--- config.mk ---
export PLATFORM = sky130hd
export DESIGN_NAME = usb2_ep_sched
export DESIGN_NICKNAME = d
export VERILOG_FILES = /design/src/rtl/usb2_pkg.sv /design/src/rtl/usb2_ep_hs.sv /design/src/rtl/usb2_ep_sched.sv
export SDC_FILE = /design/constraint.sdc
export NUM_CORES = 1
export LEC_CHECK = 0
export ABC_CLOCK_PERIOD_IN_PS = 3200
export CAP_MARGIN = 20
export CORE_MARGIN = 2
export CORE_UTILIZATION = 43
export CTS_CLUSTER_DIAMETER = 30
export DETAILED_ROUTE_END_ITERATION = 10
export HOLD_SLACK_MARGIN = 0.08
export PLACE_DENSITY_LB_ADDON = 0.2
export SLEW_MARGIN = 20
export SYNTH_ARGS = -nofsm -noshare
export SYNTH_HDL_FRONTEND = slang
export SYNTH_SLANG_ARGS = --single-unit
--- constraint.sdc ---
create_clock -name phy_clk -period 3.2 [get_ports phy_clk]
set_clock_uncertainty 0.2 [all_clocks]
set_input_delay 0.48 -clock phy_clk [delete_from_list [all_inputs] [get_ports phy_clk]]
set_output_delay 0.48 -clock phy_clk [all_outputs]
set_load 0.005 [all_outputs]
--- src/rtl/usb2_pkg.sv ---
// Shared USB 2.0 definitions: PID codes, scheduler state encoding and field widths.
package usb2_pkg;

  localparam int LEN_W   = 10;
  localparam int EPN_W   = 4;
  localparam int EP0_IDX = 0;
  localparam int TIMER_W = 8;

  // Token and handshake PIDs as they appear in the low nibble of the PID byte
  localparam logic [3:0] PID_OUT   = 4'b0001;
  localparam logic [3:0] PID_IN    = 4'b1001;
  localparam logic [3:0] PID_SETUP = 4'b1101;
  localparam logic [3:0] PID_DATA0 = 4'b0011;
  localparam logic [3:0] PID_DATA1 = 4'b1011;
  localparam logic [3:0] PID_ACK   = 4'b0010;
  localparam logic [3:0] PID_NAK   = 4'b1010;
  localparam logic [3:0] PID_STALL = 4'b1110;

  typedef enum logic [1:0] {
    ST_IDLE,
    ST_COMMIT_REQ,
    ST_ARM_REQ,
    ST_DONE
  } ep_state_t;

endpackage

--- src/rtl/usb2_ep_hs.sv ---
// One request/ack channel: tracks an outstanding request, detects the ack
// rising edge and aborts after TIMEOUT request cycles.
module usb2_ep_hs
  import usb2_pkg::*;
#(
  parameter int TIMEOUT = 255
) (
  input  logic phy_clk,
  input  logic reset_n,
  input  logic start,
  input  logic ack,
  output logic active,
  output logic hit,
  output logic expire
);

  localparam logic [TIMER_W-1:0] LAST = TIMER_W'(TIMEOUT - 1);

  logic               ack_prev;
  logic               ack_rise;
  logic [TIMER_W-1:0] timer;

  // A real ack edge wins over a timeout landing in the same cycle
  assign ack_rise = ack & ~ack_prev;
  assign hit      = active & (ack_rise | (timer == LAST));
  assign expire   = active & ~ack_rise & (timer == LAST);

  always_ff @(posedge phy_clk or negedge reset_n) begin
    if (!reset_n) begin
      ack_prev <= 1'b0;
      active   <= 1'b0;
      timer    <= '0;
    end else begin
      ack_prev <= ack;
      if (start) begin
        active <= 1'b1;
        timer  <= '0;
      end else if (hit) begin
        active <= 1'b0;
      end else if (active) begin
        timer <= timer + 1'b1;
      end
    end
  end

endmodule

--- src/rtl/usb2_ep_sched.sv ---
// Endpoint scheduler between the USB 2.0 protocol layer and NUM_EP endpoints.
// Optional per-endpoint DATA0/DATA1 tracking is enabled with USB2_EP_TOGGLE_EN.
module usb2_ep_sched
  import usb2_pkg::*;
#(
  parameter int NUM_EP  = 4,
  parameter int TIMEOUT = 255
) (
  input  logic                    phy_clk,
  input  logic                    reset_n,
  input  logic                    tok_valid,
  input  logic [EPN_W-1:0]        tok_ep,
  input  logic                    prot_commit,
  input  logic                    prot_arm,
  output logic                    prot_commit_ack,
  output logic                    prot_arm_ack,
  output logic                    prot_ready,
  output logic                    prot_hasdata,
  output logic [LEN_W-1:0]        prot_len,
  output logic [EPN_W-1:0]        sel_ep,
  input  logic [NUM_EP-1:0]       ep_ready,
  input  logic [NUM_EP-1:0]       ep_hasdata,
  input  logic [NUM_EP*LEN_W-1:0] ep_len,
  output logic [NUM_EP-1:0]       ep_commit,
  input  logic [NUM_EP-1:0]       ep_commit_ack,
  output logic [NUM_EP-1:0]       ep_arm,
  input  logic [NUM_EP-1:0]       ep_arm_ack,
  output logic                    err_timeout
`ifdef USB2_EP_TOGGLE_EN
  ,
  input  logic                    tok_setup,
  output logic [NUM_EP-1:0]       data_toggle
`endif
);

  ep_state_t         state, state_next;
  logic [EPN_W-1:0]  sel_next;
  logic              pend_arm, pend_next;
  logic [NUM_EP-1:0] commit_next, arm_next;
  logic              cack_next, aack_next, err_next;
  logic              c_start, a_start;
  logic              c_active, c_hit, c_expire;
  logic              a_active, a_hit, a_expire;
  logic              sel_valid;
  logic [NUM_EP-1:0] sel_onehot;
  logic              sel_commit_ack, sel_arm_ack;

  // Endpoint numbers at or above NUM_EP match no slot, so everything reads 0
  always_comb begin
    sel_valid      = 1'b0;
    sel_onehot     = '0;
    prot_ready     = 1'b0;
    prot_hasdata   = 1'b0;
    prot_len       = '0;
    sel_commit_ack = 1'b0;
    sel_arm_ack    = 1'b0;
    for (int i = 0; i < NUM_EP; i++) begin
      if (sel_ep == EPN_W'(i)) begin
        sel_valid      = 1'b1;
        sel_onehot[i]  = 1'b1;
        prot_ready     = ep_ready[i];
        prot_hasdata   = ep_hasdata[i];
        prot_len       = ep_len[i*LEN_W +: LEN_W];
        sel_commit_ack = ep_commit_ack[i];
        sel_arm_ack    = ep_arm_ack[i];
      end
    end
  end

  usb2_ep_hs #(.TIMEOUT(TIMEOUT)) u_commit_hs (
    .phy_clk (phy_clk),
    .reset_n (reset_n),
    .start   (c_start),
    .ack     (sel_commit_ack),
    .active  (c_active),
    .hit     (c_hit),
    .expire  (c_expire)
  );

  usb2_ep_hs #(.TIMEOUT(TIMEOUT)) u_arm_hs (
    .phy_clk (phy_clk),
    .reset_n (reset_n),
    .start   (a_start),
    .ack     (sel_arm_ack),
    .active  (a_active),
    .hit     (a_hit),
    .expire  (a_expire)
  );

  always_comb begin
    state_next  = state;
    sel_next    = sel_ep;
    pend_next   = pend_arm;
    commit_next = ep_commit;
    arm_next    = ep_arm;
    cack_next   = 1'b0;
    aack_next   = 1'b0;
    err_next    = 1'b0;
    c_start     = 1'b0;
    a_start     = 1'b0;
    // Arms arriving while busy are deferred; commits cannot be, so they are flagged
    if (state != ST_IDLE) begin
      if (prot_arm)    pend_next = 1'b1;
      if (prot_commit) err_next  = 1'b1;
    end
    case (state)
      ST_IDLE: begin
        if (tok_valid) sel_next = tok_ep;
        if (prot_commit) begin
          if (prot_arm) pend_next = 1'b1;
          if (sel_valid) begin
            c_start     = 1'b1;
            commit_next = sel_onehot;
            state_next  = ST_COMMIT_REQ;
          end else begin
            cack_next  = 1'b1;
            err_next   = 1'b1;
            state_next = ST_DONE;
          end
        end else if (prot_arm || pend_arm) begin
          pend_next = 1'b0;
          if (sel_valid) begin
            a_start    = 1'b1;
            arm_next   = sel_onehot;
            state_next = ST_ARM_REQ;
          end else begin
            aack_next  = 1'b1;
            err_next   = 1'b1;
            state_next = ST_DONE;
          end
        end
      end
      ST_COMMIT_REQ: begin
        if (c_active && c_hit) begin
          commit_next = '0;
          cack_next   = 1'b1;
          if (c_expire) err_next = 1'b1;
          state_next  = ST_DONE;
        end
      end
      ST_ARM_REQ: begin
        if (a_active && a_hit) begin
          arm_next   = '0;
          aack_next  = 1'b1;
          if (a_expire) err_next = 1'b1;
          state_next = ST_DONE;
        end
      end
      ST_DONE: state_next = ST_IDLE;
      default: state_next = ST_IDLE;
    endcase
  end

  always_ff @(posedge phy_clk or negedge reset_n) begin
    if (!reset_n) begin
      state           <= ST_IDLE;
      sel_ep          <= '0;
      pend_arm        <= 1'b0;
      ep_commit       <= '0;
      ep_arm          <= '0;
      prot_commit_ack <= 1'b0;
      prot_arm_ack    <= 1'b0;
      err_timeout     <= 1'b0;
    end else begin
      state           <= state_next;
      sel_ep          <= sel_next;
      pend_arm        <= pend_next;
      ep_commit       <= commit_next;
      ep_arm          <= arm_next;
      prot_commit_ack <= cack_next;
      prot_arm_ack    <= aack_next;
      err_timeout     <= err_next;
    end
  end

`ifdef USB2_EP_TOGGLE_EN
  // SETUP always starts the control data stage on DATA1
  always_ff @(posedge phy_clk or negedge reset_n) begin
    if (!reset_n) begin
      data_toggle <= '0;
    end else begin
      if ((c_hit && !c_expire) || (a_hit && !a_expire))
        data_toggle <= data_toggle ^ sel_onehot;
      if (state == ST_IDLE && tok_valid && tok_setup && tok_ep == EPN_W'(EP0_IDX))
        data_toggle[EP0_IDX] <= 1'b1;
    end
  end
`endif

endmodule

==> flow_results.xml, run 1 <==
<?xml version="1.0" encoding="UTF-8"?>
<metrics>
  <group name="final_layout">
    <metric name="areaGrowthSynthToFinish" unit="%">44.1</metric>
    <metric name="final_nets" unit="">392</metric>
    <metric name="seq_area" unit="um2">951</metric>
    <metric name="n_fill_cell" unit="">464</metric>
    <metric name="finalInstanceArea" unit="um2">3490</metric>
    <metric name="drive_above_1_share" unit="%">13.4</metric>
    <metric name="multi_input_comb_area" unit="um2">1390</metric>
    <metric name="insertedDiodeCount" unit="">0</metric>
    <metric name="layout_commonest_cell" unit="">sky130_fd_sc_hd__clkdlybuf4s50_1</metric>
    <metric name="final_cell_mix" unit="">sky130_fd_sc_hd__clkdlybuf4s50_1 (90), sky130_fd_sc_hd__dfrtp_1 (38), sky130_fd_sc_hd__nor2_1 (20)</metric>
  </group>
  <group name="critical_path">
    <metric name="cp-start-kind" unit="">register</metric>
    <metric name="cp_slowest_cell" unit="">sky130_fd_sc_hd__mux4_2</metric>
    <metric name="critical_path.max_stage_delay" unit="ns">0.52</metric>
    <metric name="timing.critical_path.fanout_max" unit="">16</metric>
    <metric name="crit_path_cell_trace" unit="">buf_4 -&gt; mux4_2 -&gt; and2_1 -&gt; clkdlybuf4s50_1</metric>
    <metric name="cp_num_buf_inv" unit="">2</metric>
    <metric name="cp_data_arrival_time" unit="ns">2.06</metric>
    <metric name="worst-setup-path-type" unit="">reg -&gt; out</metric>
    <metric name="worst_case_register_to_register_setup_slack" unit="ns">0.78</metric>
    <metric name="crit_path_end_kind" unit="">primary output</metric>
    <metric name="timing.critical_path.required" unit="ns">2.52</metric>
    <metric name="path_delay_family" unit="">buffers and inverters</metric>
  </group>
  <group name="sta">
    <metric name="slew-limit-headroom" unit="%">43.1</metric>
    <metric name="drv_slew" unit="">0</metric>
    <metric name="timing.setup.tns" unit="ns">0</metric>
    <metric name="timing.final.hold_violations" unit="">0</metric>
    <metric name="tightest_slew" unit="ns">0.853</metric>
    <metric name="setup_viol" unit="">0</metric>
    <metric name="final_worst_path_period_need" unit="ns">2.74</metric>
    <metric name="peak_freq" unit="MHz">365</metric>
    <metric name="layout_worst_path_cycle_share" unit="%">85.6</metric>
    <metric name="rsz_0062_raised_after_global_routing" unit="">no</metric>
  </group>
  <group name="routing">
    <metric name="drt_first_pass_iters" unit="">4</metric>
    <metric name="drt_first_iter_violations" unit="">90</metric>
    <metric name="routed_wire_length_per_instance" unit="um">15.5</metric>
    <metric name="vias" unit="">2094</metric>
    <metric name="drt.antenna.violating_nets" unit="">0</metric>
    <metric name="finalWirelength" unit="mm">6.09</metric>
    <metric name="drt_drc_violations_left" unit="">0</metric>
    <metric name="routed_via_density" unit="">5.34</metric>
  </group>
  <group name="grt">
    <metric name="antenna_found_initial" unit="">0</metric>
    <metric name="globalRoute.totalOverflow" unit="">0</metric>
    <metric name="grt_max_degree" unit="">39</metric>
    <metric name="wire_length_of_the_first_global_routing_pass" unit="mm">10.5</metric>
    <metric name="gr-usage-all-layers" unit="%">21.5</metric>
    <metric name="via_count_of_the_first_global_routing_pass" unit="">2212</metric>
  </group>
  <group name="synthesis">
    <metric name="yosys-mux-area-fraction" unit="%">15.6</metric>
    <metric name="post_synth_and_or_nand_nor_area_fraction" unit="%">21.4</metric>
    <metric name="average_cell_area_after_synthesis" unit="um2">10.6</metric>
    <metric name="combinational_family_with_the_most_area_after_synthesis" unit="">simple AND/OR/NAND/NOR gates</metric>
    <metric name="synthDistinctLibCells" unit="">46</metric>
    <metric name="dominantRegCellSynth" unit="">sky130_fd_sc_hd__dfrtp_1</metric>
    <metric name="synth_adder_area_share" unit="%">4.13</metric>
    <metric name="number_of_enable_type_register_cells_in_the_synthesized_netlist" unit="">0</metric>
    <metric name="synthCells" unit="">228</metric>
    <metric name="synth-seq-area-share" unit="%">39.2</metric>
    <metric name="synth_compound_area_share" unit="%">12.6</metric>
    <metric name="share_of_async_settable_or_async_resettable_flops_after_synthesis" unit="%">100</metric>
    <metric name="ys_ff_latch" unit="">38</metric>
    <metric name="synth_xor_area_share" unit="%">3.61</metric>
    <metric name="synth_nets" unit="">301</metric>
    <metric name="mappedNetlistArea" unit="um2">2420</metric>
    <metric name="yosys_warnings" unit="">0</metric>
  </group>
  <group name="clock_tree">
    <metric name="clk_root_buffer_cell" unit="">sky130_fd_sc_hd__clkbuf_8</metric>
    <metric name="post_cts_resized" unit="">0</metric>
    <metric name="post_cts.repair.setup_buffers" unit="">0</metric>
    <metric name="clk_pin_slew" unit="ns">0.08</metric>
    <metric name="cts_made_buffers" unit="">5</metric>
    <metric name="cts_tree" unit="">yes</metric>
    <metric name="holdBufCountCts" unit="">0</metric>
    <metric name="clock_tree.htree_level_count" unit="">2</metric>
    <metric name="clock_insertion_delay_at_the_later_pin_of_the_skew_report" unit="ns">0.29</metric>
    <metric name="cts.path.max_buffers" unit="">2</metric>
    <metric name="cts.sinks" unit="">38</metric>
  </group>
  <group name="place">
    <metric name="port-buffer-count" unit="">91</metric>
    <metric name="hpwlAfterDp" unit="mm">4.77</metric>
    <metric name="gp_routability_congestion" unit="">0.796</metric>
    <metric name="post_dp_cell_area" unit="um2">3400</metric>
  </group>
  <group name="floorplanning">
    <metric name="num_rows" unit="">27</metric>
    <metric name="io_pins" unit="">92</metric>
    <metric name="die_height" unit="um">79.1</metric>
    <metric name="core_region_area" unit="um2">5470</metric>
    <metric name="dieWidth" unit="um">79.1</metric>
    <metric name="dieArea" unit="um2">6250</metric>
    <metric name="floorplan.initialDensity" unit="%">44.3</metric>
  </group>
  <group name="power_and_ir_drop">
    <metric name="p_leak" unit="nW">1.42</metric>
    <metric name="switch_share" unit="%">37.8</metric>
    <metric name="netSwitchingPower" unit="uW">965</metric>
    <metric name="cellPowerDensity" unit="nW/um2">731</metric>
    <metric name="peakVddDrop" unit="mV">0.483</metric>
    <metric name="power_frac_clock" unit="%">13.4</metric>
    <metric name="sequentialPowerShare" unit="%">30.4</metric>
    <metric name="power.combinational.fraction" unit="%">56.2</metric>
    <metric name="p_int" unit="mW">1.59</metric>
  </group>
  <group name="run">
    <metric name="timing.max_cap.violations" unit="">0</metric>
  </group>
  <group name="run_status">
    <metric name="status" unit="">finished clean</metric>
  </group>
  <group name="hold_path">
    <metric name="hold_path.class" unit="">in -&gt; async</metric>
  </group>
</metrics>
-- cells in the mapped netlist, drive strengths merged (5+ instances only) --
cell type	n	area (um2)
xor2	5	43.8
ha	8	100
a21oi	8	40.0
and2	13	81.3
nand2	14	52.6
nand4	10	62.6
xnor2	5	43.8
mux4	13	293
or2	6	37.5
buf	6	33.8
inv	7	26.3
clkbuf	6	22.5
nand3	7	47.6
dfrtp	38	951
a22o	6	52.6
nor2	20	75.1
o21ai	9	48.8
-- power groups by stage --
stage	registers, mW	logic [mW]	clock network (mW)
global route	0.797	1.58	0.372
floorplan	0.760	0.928	0
CTS	0.773	1.46	0.350
finish	0.775	1.43	0.342
global placement	0.775	1.42	0
detailed placement	0.781	1.45	0
-- layout make-up --
cell class                      count  area share [%]
Tap cell                           72            2.58
Clock inverter                      1           0.143
Multi-Input combinational cell    171            39.8
Clock buffer                        7            2.47
Timing Repair Buffer               96            27.0
Inverter                            7           0.752
Sequential cell                    38            27.2
-- worst register-to-register path: stages (launching register included) --
cell and delay (ns):
sky130_fd_sc_hd__dfrtp_1 0.35, sky130_fd_sc_hd__buf_4 0.27, sky130_fd_sc_hd__mux4_2 0.59, sky130_fd_sc_hd__nand3b_4 0.15
sky130_fd_sc_hd__nand3_4 0.15, sky130_fd_sc_hd__or4_1 0.51, sky130_fd_sc_hd__a21oi_1 0.15
-- flip-flops by register name, indices dropped and copies added, names as in the netlist --
signal / flops
ep_arm: 4
ep_commit: 4
err_timeout: 1
pend_arm: 1
prot_arm_ack: 1
prot_commit_ack: 1
sel_ep: 4
state: 2
u_arm_hs.ack_prev: 1
u_arm_hs.active: 1
u_arm_hs.timer: 8
u_commit_hs.ack_prev: 1
u_commit_hs.active: 1
u_commit_hs.timer: 8
-- layer usage --
metal,vias to the layer above,track usage [%],share of wire [%]
met2,40,36.6,52
met3,5,3.64,3.2
met5,-,0,0
met4,0,5.17,1.0
met1,1022,28.7,44
li1,1027,-,-
-- final timing paths --
kind	startpoint	end	depth (start not counted)
setup / recovery	sel_ep[0]$_DFFE_PN0P_	prot_len[3]	4
hold / removal	reset_n	ep_commit[3]$_DFFE_PN0P_	1
setup reg to reg	sel_ep[0]$_DFFE_PN0P_	u_commit_hs.timer[6]$_DFFE_PN0P_	6
hold reg to reg	ep_arm[3]$_DFFE_PN0P_	ep_arm[3]$_DFFE_PN0P_	2
max in group asynchronous	reset_n	prot_arm_ack$_DFF_PN0_	1
min in group phy_clk	ep_arm[3]$_DFFE_PN0P_	ep_arm[3]$_DFFE_PN0P_	2
-- cells by family (layout without fill, tap and decap cells) --
| group | Yosys count | count (layout) |
|---|---|---|
| xor gates and xnor gates | 10 | 10 |
| and+or+nand+nor | 92 | 92 |
| AOI/OAI and AO/OA | 40 | 40 |
| muxes | 21 | 21 |
| DFF | 38 | 38 |
| buffers and inverters | 19 | 111 |
| adders and majority gates | 8 | 8 |
-- through the flow --
stage / instances / setup WS, ns / total power [mW] / hold WS (ns) / utilization [%]
after floorplan: 228 / 0.852 / 1.69 / -0.0156 / -
after global placement: 384 / 0.574 / 2.20 / 0.265 / 62.1
after detailed placement: 384 / 0.516 / 2.23 / 0.273 / 62.1
after CTS: 392 / 0.432 / 2.58 / 0.113 / 63.8
after global routing: 392 / 0.384 / 2.75 / 0.174 / 63.8
final: 392 / 0.460 / 2.55 / 0.0887 / 63.8
(Power assumes the default switching activity.)
==> run 2, diff against run 1 <==
--- a/config.mk
+++ b/config.mk
@@ -7,6 +7,7 @@
 export LEC_CHECK = 0
 export ABC_CLOCK_PERIOD_IN_PS = 3200
 export CAP_MARGIN = 20
+export CORE_ASPECT_RATIO = 2
 export CORE_MARGIN = 2
 export CORE_UTILIZATION = 43
 export CTS_CLUSTER_DIAMETER = 30
==> flow_results.xml, run 2 (same netlist as run 1, synthesis figures left out) <==
<?xml version="1.0" encoding="UTF-8"?>
<metrics>
  <group name="routing">
    <metric name="drt_first_iter_violations" unit="">57</metric>
    <metric name="drt.antenna.violating_nets" unit="">0</metric>
    <metric name="drt_drc_violations_left" unit="">0</metric>
    <metric name="vias" unit="">2133</metric>
    <metric name="routed_wire_length_per_instance" unit="um">16.8</metric>
    <metric name="finalWirelength" unit="mm">6.38</metric>
    <metric name="drt_first_pass_iters" unit="">4</metric>
    <metric name="routed_via_density" unit="">5.61</metric>
  </group>
  <group name="sta">
    <metric name="tightest_slew" unit="ns">0.821</metric>
    <metric name="layout_worst_path_cycle_share" unit="%">86.4</metric>
    <metric name="drv_slew" unit="">0</metric>
    <metric name="setup_viol" unit="">0</metric>
    <metric name="timing.final.hold_violations" unit="">0</metric>
    <metric name="slew-limit-headroom" unit="%">45.2</metric>
    <metric name="peak_freq" unit="MHz">362</metric>
    <metric name="rsz_0062_raised_after_global_routing" unit="">no</metric>
    <metric name="timing.setup.tns" unit="ns">0</metric>
    <metric name="final_worst_path_period_need" unit="ns">2.76</metric>
  </group>
  <group name="floorplanning">
    <metric name="floorplan.initialDensity" unit="%">44.7</metric>
    <metric name="dieArea" unit="um2">6290</metric>
    <metric name="io_pins" unit="">92</metric>
    <metric name="die_height" unit="um">110</metric>
    <metric name="dieWidth" unit="um">57.1</metric>
    <metric name="core_region_area" unit="um2">5420</metric>
    <metric name="num_rows" unit="">38</metric>
  </group>
  <group name="grt">
    <metric name="gr-usage-all-layers" unit="%">21.9</metric>
    <metric name="wire_length_of_the_first_global_routing_pass" unit="mm">10.6</metric>
    <metric name="globalRoute.totalOverflow" unit="">0</metric>
    <metric name="via_count_of_the_first_global_routing_pass" unit="">2258</metric>
    <metric name="antenna_found_initial" unit="">0</metric>
    <metric name="grt_max_degree" unit="">39</metric>
  </group>
  <group name="place">
    <metric name="post_dp_cell_area" unit="um2">3390</metric>
    <metric name="port-buffer-count" unit="">91</metric>
    <metric name="hpwlAfterDp" unit="mm">5.07</metric>
    <metric name="gp_routability_congestion" unit="">0.877</metric>
    <metric name="dp.cells" unit="">372</metric>
  </group>
  <group name="power_and_ir_drop">
    <metric name="peakVddDrop" unit="mV">0.609</metric>
    <metric name="totalPowerFinal" unit="mW">2.56</metric>
    <metric name="power.combinational.fraction" unit="%">55.8</metric>
    <metric name="p_leak" unit="nW">1.42</metric>
    <metric name="sequentialPowerShare" unit="%">31.1</metric>
    <metric name="netSwitchingPower" unit="uW">970</metric>
    <metric name="switch_share" unit="%">38.0</metric>
    <metric name="p_int" unit="mW">1.59</metric>
    <metric name="power_frac_clock" unit="%">13.1</metric>
    <metric name="cellPowerDensity" unit="nW/um2">735</metric>
  </group>
  <group name="critical_path">
    <metric name="cp_num_buf_inv" unit="">2</metric>
    <metric name="crit_path_end_kind" unit="">primary output</metric>
    <metric name="cp_slowest_cell" unit="">sky130_fd_sc_hd__dfrtp_1</metric>
    <metric name="crit_path_cell_trace" unit="">buf_4 -&gt; mux4_2 -&gt; and2_1 -&gt; clkdlybuf4s50_1</metric>
    <metric name="worst-setup-path-type" unit="">reg -&gt; out</metric>
    <metric name="critical_path.max_stage_delay" unit="ns">0.57</metric>
    <metric name="worst_case_register_to_register_setup_slack" unit="ns">0.70</metric>
    <metric name="timing.reg2reg.worst_path_depth" unit="">5</metric>
    <metric name="critical_path_cell_count" unit="">4</metric>
    <metric name="timing.critical_path.required" unit="ns">2.52</metric>
    <metric name="cp-start-kind" unit="">register</metric>
    <metric name="path_delay_family" unit="">buffers and inverters</metric>
    <metric name="cp_data_arrival_time" unit="ns">2.08</metric>
    <metric name="timing.critical_path.fanout_max" unit="">12</metric>
  </group>
  <group name="clock_tree">
    <metric name="holdBufCountCts" unit="">0</metric>
    <metric name="clk_pin_slew" unit="ns">0.07</metric>
    <metric name="cts_tree" unit="">yes</metric>
    <metric name="cts_made_buffers" unit="">5</metric>
    <metric name="clock_insertion_delay_at_the_later_pin_of_the_skew_report" unit="ns">0.29</metric>
    <metric name="clock_tree.htree_level_count" unit="">2</metric>
    <metric name="cts.sinks" unit="">38</metric>
    <metric name="post_cts.repair.setup_buffers" unit="">0</metric>
    <metric name="post_cts_resized" unit="">0</metric>
    <metric name="cts.path.max_buffers" unit="">2</metric>
    <metric name="clk_root_buffer_cell" unit="">sky130_fd_sc_hd__clkbuf_8</metric>
  </group>
  <group name="final_layout">
    <metric name="layout_commonest_cell" unit="">sky130_fd_sc_hd__clkdlybuf4s50_1</metric>
    <metric name="drive_above_1_share" unit="%">13.4</metric>
    <metric name="insertedDiodeCount" unit="">0</metric>
    <metric name="reg.largest.list" unit="">u_arm_hs.timer (8), u_commit_hs.timer (8)</metric>
    <metric name="finalInstanceArea" unit="um2">3480</metric>
    <metric name="final_nets" unit="">392</metric>
    <metric name="final_cell_mix" unit="">sky130_fd_sc_hd__clkdlybuf4s50_1 (90), sky130_fd_sc_hd__dfrtp_1 (38), sky130_fd_sc_hd__nor2_1 (20)</metric>
    <metric name="areaGrowthSynthToFinish" unit="%">43.5</metric>
    <metric name="layout.cells.non_filler" unit="">380</metric>
  </group>
  <group name="hold_path">
    <metric name="hold_path.class" unit="">in -&gt; async</metric>
  </group>
  <group name="run_status">
    <metric name="status" unit="">finished clean</metric>
  </group>
  <group name="run">
    <metric name="timing.max_cap.violations" unit="">0</metric>
  </group>
</metrics>
run 2: cell counts in the layout (fill, tap and decap cells not counted):
Identical to the previous run, type by type.
run 2: path summary, 6_finish.rpt:
path                                           from                          endpoint
min                                         reset_n  u_commit_hs.timer[5]$_DFFE_PN0P_
min reg2reg                ep_commit[3]$_DFFE_PN0P_          ep_commit[3]$_DFFE_PN0P_
max reg2reg                   sel_ep[1]$_DFFE_PN0P_              state[0]$_DFFE_PN0P_
max                           sel_ep[1]$_DFFE_PN0P_                       prot_len[3]
min in group phy_clk       ep_commit[3]$_DFFE_PN0P_          ep_commit[3]$_DFFE_PN0P_
max in group asynchronous                   reset_n                pend_arm$_DFF_PN0_
run 2: area by class of cell:
class                      count  area, um2
fill                         454       1940
multi-input combinational    171       1390
sequential                    38        951
timing repair buffer          96        943
clock buffer                   7       86.3
tap                           60       75.1
inverter                       7       26.3
clock inverter                 1       5.00
run 2: power by group through the flow:
stage	Sequential, mW	Combinational (mW)	Clock (mW)
after floorplan	0.760	0.928	0
after global placement	0.792	1.41	0
after detailed placement	0.800	1.44	0
after CTS	0.791	1.45	0.346
after global routing	0.815	1.57	0.364
final	0.795	1.43	0.334
run 2: metal layers:
metal	vias up	track usage (%)	routed length, um	share of wire, %
met5	-	0	0	0
met2	55	39.6	3550	56
met3	20	3.38	191	3.0
met4	0	11.1	229	3.6
li1	1023	-	-	-
met1	1035	24.4	2410	38
run 2: per-stage QoR:
| step | hold slack (ns) | utilization [%] | setup WS [ns] |
|---|---|---|---|
| after floorplan | -0.0156 | - | 0.852 |
| after global placement | 0.270 | 62.5 | 0.570 |
| after detailed placement | 0.293 | 62.5 | 0.550 |
| after CTS | 0.116 | 64.2 | 0.435 |
| after global routing | 0.158 | 64.2 | 0.326 |
| final | 0.0811 | 64.2 | 0.436 |
